`src/rtl/verinject_schedule_injector.sv`:
```
// verinject_schedule_injector: cycle counter plus in-order event queue that drives the one-cycle injection-select word.
module verinject_schedule_injector #(
   parameter int DEPTH = 16
) (
   input  logic                         clock,
   input  logic                         reset,
   input  logic                         load_valid,
   output logic                         load_ready,
   input  logic [47:0]                  load_cycle,
   input  logic [31:0]                  load_bit,
   output logic [47:0]                  cycle_number,
   output logic [31:0]                  verinject__injector_state,
   output logic [$clog2(DEPTH+1)-1:0]   pending_count,
   output logic                         overrun,
   output logic                         load_error
);
   localparam int AW = $clog2(DEPTH);
   localparam int CW = $clog2(DEPTH + 1);
   localparam logic [47:0] CYC_MAX = '1;
   localparam logic [31:0] IDLE = 32'hFFFF_FFFF;
   localparam logic [31:0] RST = 32'hFFFF_FFFE;
   logic [47:0] ev_cycle [DEPTH];
   logic [31:0] ev_bit [DEPTH];
   logic [AW-1:0] head, tail;
   logic [47:0] next_cycle;
   logic reserved, accept, store, nonempty, hit, late, pop;
   always_comb begin
      next_cycle = (cycle_number == CYC_MAX) ? cycle_number : cycle_number + 48'd1;
      reserved = (load_bit == IDLE) || (load_bit == RST);
      accept = load_valid && load_ready;
      store = accept && !reserved;
      nonempty = pending_count != '0;
      hit = nonempty && (ev_cycle[head] == next_cycle);
      late = nonempty && (ev_cycle[head] < next_cycle);
      pop = hit || late;
   end
   // readiness follows the pre-edge count only, so a same-cycle pop never frees space early
   assign load_ready = pending_count != CW'(DEPTH);
   always_ff @(posedge clock) begin
      if (reset) begin
         cycle_number <= '0;
         verinject__injector_state <= RST;
         head <= '0;
         tail <= '0;
         pending_count <= '0;
         overrun <= 1'b0;
         load_error <= 1'b0;
      end else begin
         cycle_number <= next_cycle;
         verinject__injector_state <= hit ? ev_bit[head] : IDLE;
         if (store) tail <= tail + AW'(1);
         if (pop) head <= head + AW'(1);
         pending_count <= pending_count + CW'(store) - CW'(pop);
         overrun <= overrun || late;
         load_error <= load_error || (accept && reserved);
      end
   end
   always_ff @(posedge clock) begin
      if (store) begin
         ev_cycle[tail] <= load_cycle;
         ev_bit[tail] <= load_bit;
      end
   end
endmodule
```
`config.mk`:
```
export PLATFORM = sky130hd
export DESIGN_NAME = verinject_schedule_injector
export DESIGN_NICKNAME = d
export VERILOG_FILES = /design/src/rtl/verinject_schedule_injector.sv
export SDC_FILE = /design/constraint.sdc
export NUM_CORES = 1
export LEC_CHECK = 0
export CAP_MARGIN = 30
export CORE_ASPECT_RATIO = 1.1
export CORE_MARGIN = 2
export CORE_UTILIZATION = 44
export CTS_CLUSTER_DIAMETER = 50
export DETAILED_ROUTE_END_ITERATION = 10
export PLACE_DENSITY = 0.62
export SYNTH_ARGS = -nofsm -noshare
export SYNTH_HDL_FRONTEND = slang
export SYNTH_SLANG_ARGS = --single-unit
```
`constraint.sdc`:
```
create_clock -name clock -period 33.9 [get_ports clock]
set_clock_uncertainty 0.15 [all_clocks]
set_input_delay 5.085 -clock clock [delete_from_list [all_inputs] [get_ports clock]]
set_output_delay 5.085 -clock clock [all_outputs]
set_load 0.02 [all_outputs]
```
# After elaboration in Yosys (flattened, before gate mapping)
# Memory sizes are Yosys's and may differ from the RTL's. A register that Yosys moved wholly into a read port is not among the register bits.
# Cells that the tools add are included.
# Widths: inputs -> output; s select.
[totals]
reg_bits = 95
latch_bits = 0
ramBits = 1280
romBits = 0
input_bits = 83
output_inout_bits = 88
wordCells = 42
memories = 2
[mem_list]
columns = ["name", "words", "width", "rd", "rd_clocked_by_memory_dff", "wr", "line_no", "source"]
rows = [
  ["ev_cycle", 16, 48, 1, 1, 1, "22", "logic [47:0] ev_cycle [DEPTH];"],
  ["ev_bit", 16, 32, 1, 1, 1, "23", "logic [31:0] ev_bit [DEPTH];"],
]
[op_classes]
addsub = 5
multipliers = 0
n_div = 0
n_lt_le_gt_ge = 1
n_eq_ne = 5
n_shift = 0
mux = 8
n_bitwise = 1
reduce_logical = 12
[op_table]
columns = ["operator", "count"]
rows = [
  ["$eq 32x32->1 const B", 2],
  ["$add 48x1->48 const B", 1],
  ["$eq 48x48->1", 1],
  ["$eq 48x48->1 const B", 1],
  ["$lt 48x48->1", 1],
  ["$mux 48", 1],
  ["$mux 4", 4],
  ["$add 4x1->4 const B", 2],
  ["$add 5x1->5", 1],
  ["$logic_and 1x1->1", 5],
  ["$ne 5x5->1 const B", 1],
  ["$reduce_bool 5->1", 1],
  ["$sub 5x1->5", 1],
  ["$logic_or 1x1->1", 4],
  ["$mux 1", 3],
  ["$reduce_or 2->1", 1],
  ["$logic_not 1->1", 1],
  ["$not 1->1", 1],
]

# Depth between registers and ports, before layout
[logic_depth]
word_depth = 7
mapped_depth = 25
depth_no_buf = 24

# Worst setup path after synthesis
# OpenSTA, ideal clock, no wires.
[synth_path]
path_type = "input to register"
from = "input port load_bit[18]"
to = "memory ev_bit[0][0], enable pin"
setup_time_ps = 715
arrival_ps = 13393
required_time_ps = 33035
path_slack_ps = 19642
cell_stages = 5
n_path_buf = 0
path_cell_list = "nand4_1 > nor4_1 > a21oi_1 > inv_1 > nor4_1"
[synth_via]
elab_chain_len = 6
word_cells_on_any_way = 7
cone_classes = "eq/ne (2); mux (2); reduce/logical (3)"
[synth_rtl]
columns = ["item", "line_no", "source"]
rows = [
  ["start: declaration", "10", "input logic [31:0] load_bit,"],
  ["$eq 32x32->1", "29", "reserved = (load_bit == IDLE) || (load_bit == RST);"],
  ["$logic_or 1x1->1 (*)", "29", ""],
  ["$logic_not 1->1 (*)", "31", "store = accept && !reserved;"],
  ["$logic_and 1x1->1 (*)", "31", ""],
  ["$mux 1 (*)", "59", "if (store) begin"],
  ["$mux 1 (implied by the code) (*)", "61", "ev_bit[tail] <= load_bit;"],
  ["end: declaration", "23", ""],
]
# Mark *: on every way between the ends. The rest lies on a longest branch, timed or not.

# Worst setup path after layout
[layout_path]
from = "input port load_bit[6]"
to = "memory ev_cycle[7][39], enable pin"
[layout_via]
elab_chain_len = 6
word_cells_on_any_way = 7
cone_classes = "eq/ne (2); mux (2); reduce/logical (3)"
[layout_rtl]
columns = ["item", "line_no", "source"]
rows = [
  ["$eq 32x32->1", "29", ""],
  ["$logic_or 1x1->1 (*)", "29", ""],
  ["$logic_not 1->1 (*)", "31", ""],
  ["$logic_and 1x1->1 (*)", "31", ""],
  ["$mux 1 (*)", "59", ""],
  ["$mux 1 (implied by the code) (*)", "60", "ev_cycle[tail] <= load_cycle;"],
  ["end: declaration", "22", ""],
]
# Marked as above.

==> impl_metrics.tcl <==
set metrics [dict create \
    outcome "finished clean" \
    multi_input_area_sq_um 12300 \
    num_rows 133 \
    synthesis.nets 2528 \
    rsz0062_at_grt "false" \
    hold_buffers 0 \
    num-fill-cells 9215 \
    grt_max_degree 153 \
    insertion_delay_ps 770 \
    drv_slew 0 \
    drc 0 \
    cp_common_cell "buf_4" \
    antenna_left 0 \
    vias_per_cell 5.85 \
    powerDensity_nw_per_um2 68.9 \
    path_clk_slew_ps 60 \
    wl_per_cell_um 28.2 \
    max_freq_mhz 108 \
    cts_tree "built" \
    async_reset_ff_share_pct 0 \
    vdd_drop_max_mv 0.0509 \
    drtIter0Drc 2490 \
    syn_inst 2384 \
    critPathMaxFanout 39 \
    cp_num_cells 9 \
    vias 25200 \
    routed_wirelength_um 122000 \
    cts_max_path_buffers 3 \
    ys_types 44 \
    drive_gt1_share_pct 24.5 \
    io_buffers 170 \
    avgSynthCellArea_sq_um 22.3 \
    dr.pass1.iters 5 \
    finalHoldViolCount 0 \
    relSlewSlack_pct 8.37 \
    initial_utilization_pct 44.4 \
    setup_tns_ps 0 \
    pin_count 171 \
    crit_end "ev_cycle[7][39]" \
    maxCapViolCount 0 \
    grt.total_usage_pct 19.9 \
    ys.flop_type "edfxtp_1" \
    setup_viol 0 \
    dieWidth_um 335 \
    ys_seq_elements 1379 \
    worst-path-buf-inv 4 \
    regArea_sq_um 40400 \
    crit_type "input port to flop" \
    hold_path.class "flop to flop" \
    grt_pass1_vias 26400 \
    reg2reg_slack_ps 26190 \
    cts_sinks 1379 \
    stdcell_count 4314 \
    synth_edf_count 1280 \
    reg2regPathDepth 23 \
    start_kind "input port" \
    rr_endpoint "pending_count[4]" \
    antenna_found_initial 10 \
    post-route-period-util_pct 27.2 \
    required_ps 34120 \
    final_cell_mix "edfxtp_1 (1280), mux4_2 (400), clkdlybuf4s50_1 (169)" \
    cpPeakStageDelay_ps 750 \
    final_common_cell "edfxtp_1" \
    gp_congestion 0.797 \
    cts_resized 0 \
    crit_chain "clkdlybuf4s50_1, nand4_1, nor4_1, buf_2, a21oi_1, nand2_1, nor3_4, buf_4, buf_4" \
    core-area_sq_um 120000 \
    dieHeight_um 369 \
    cts_root_buf "clkbuf_16" \
    period_needed_ps 9220 \
    cts_setup_buffers 0 \
    place_inst 4049 \
    overflow 0 \
    critPathTopFamily "buffers and inverters" \
    syn-cell-area_sq_um 53200 \
    synth-seq-area-share_pct 76.0 \
    slowest_stage "buf_4" \
    p_leak_nw 18.7 \
    synth_warnings 0 \
    end_kind "flop" \
    hold-worst-slack_ps 407 \
    numCtsBuffers 142 \
    crit_start "load_bit[6]" \
    dieArea_sq_um 124000 \
    syn2layout_area_growth_pct 15.6 \
    grt_pass1_wl_um 179000 \
    dp_hpwl_um 68700 \
    worst_pin_slew_ps 1370 \
    htreeDepth 4 \
    fin_nets 2785 \
    worstPathArrival_ps 9440 \
    fin_total_pwr_w 0.00424 \
]
==> registers in the layout (all words and copies together), names as in the netlist, named ones only <==
register	count
cycle_number	48
ev_bit	512
ev_cycle	768
head	4
load_error	1
overrun	1
pending_count	5
tail	4
verinject__injector_state	32
==> worst register-to-register path, cell delays in order, from the launching register on <==
cell,delay (ps)
dfxtp_4,930
buf_4,480
buf_16,320
buf_4,560
buf_12,320
mux4_2,540
mux4_2,550
ha_1,300
nand4_1,160
nor4_1,680
nand2_1,160
a31oi_1,260
a211oi_2,130
nand2b_1,420
ha_1,390
inv_1,40
ha_1,190
inv_1,70
fa_1,200
inv_1,60
a21oi_1,150
nor2_1,70
or3_1,360
a21oi_1,140
==> routing by layer <==
| layer | wire length [um] | global-route usage (%) |
|---|---|---|
| met4 | 3040 | 5.87 |
| met2 | 61100 | 32.8 |
| met5 | 63 | 0 |
| met1 | 49700 | 27.1 |
| met3 | 7830 | 3.86 |
==> power by group <==
group          total [W]  internal, W  switching (W)
logic           0.000755     0.000375       0.000380
clock network    0.00153     0.000881       0.000647
registers        0.00195      0.00191      0.0000394
total            0.00424      0.00317        0.00107
==> metrics by stage <==
step                util [%]  cell area (sq um)  setup slack (ps)
finish                  51.4              61500             24680
global route            51.4              61400             24520
CTS                     51.4              61400             24650
detailed placement      47.5              56900             23870
global placement        47.5              56800             24090
floorplan                  -              53200             19640
==> cell type report <==
class / count / area share, %
sequential: 1379 / 65.8
multi-input combinational: 872 / 20.0
clock buffer: 189 / 6.12
timing repair buffer: 219 / 3.47
tap: 1552 / 3.16
clock inverter: 73 / 1.32
inverter: 27 / 0.165
antenna: 3 / 0.0122
==> worst min-delay path by stage <==
stage                           from          to  depth (start not counted)
after floorplan              tail[1]     tail[1]                          2
after global placement    load_error  load_error                          2
after detailed placement  load_error  load_error                          2
after CTS                    overrun     overrun                          2
after global routing         overrun     overrun                          2
final                        overrun     overrun                          2
==> logic make-up (layout without fill, tap and decap cells) <==
group / Yosys count / in the layout / share of synthesized area, %
fa+ha+maj: 61 / 61 / 1.45
buf+inv: 133 / 508 / 1.09
compound gates: 58 / 58 / 0.649
xor+xnor: 54 / 54 / 0.890
flops: 1379 / 1379 / 76.0
other cells: 0 / 3 / 0
simple gates: 297 / 297 / 2.92
mux: 402 / 402 / 17.0
==> Yosys cell counts, types with 19 or more instances <==
cell type,number,area [sq um]
a21oi_1,26,130
buf_2,29,145
clkbuf_1,56,210
dfxtp_1,99,1980
edfxtp_1,1280,38400
ha_1,60,751
inv_1,27,101
mux4_2,400,9010
nand2_1,38,143
nand3_1,29,145
nand4_1,35,219
nor2_1,84,315
nor3_1,19,95.1
nor4_1,21,131
or3_1,33,206
xnor2_1,34,298
xor2_1,20,175
No activity file was read; power rests on OpenSTA's default activity.
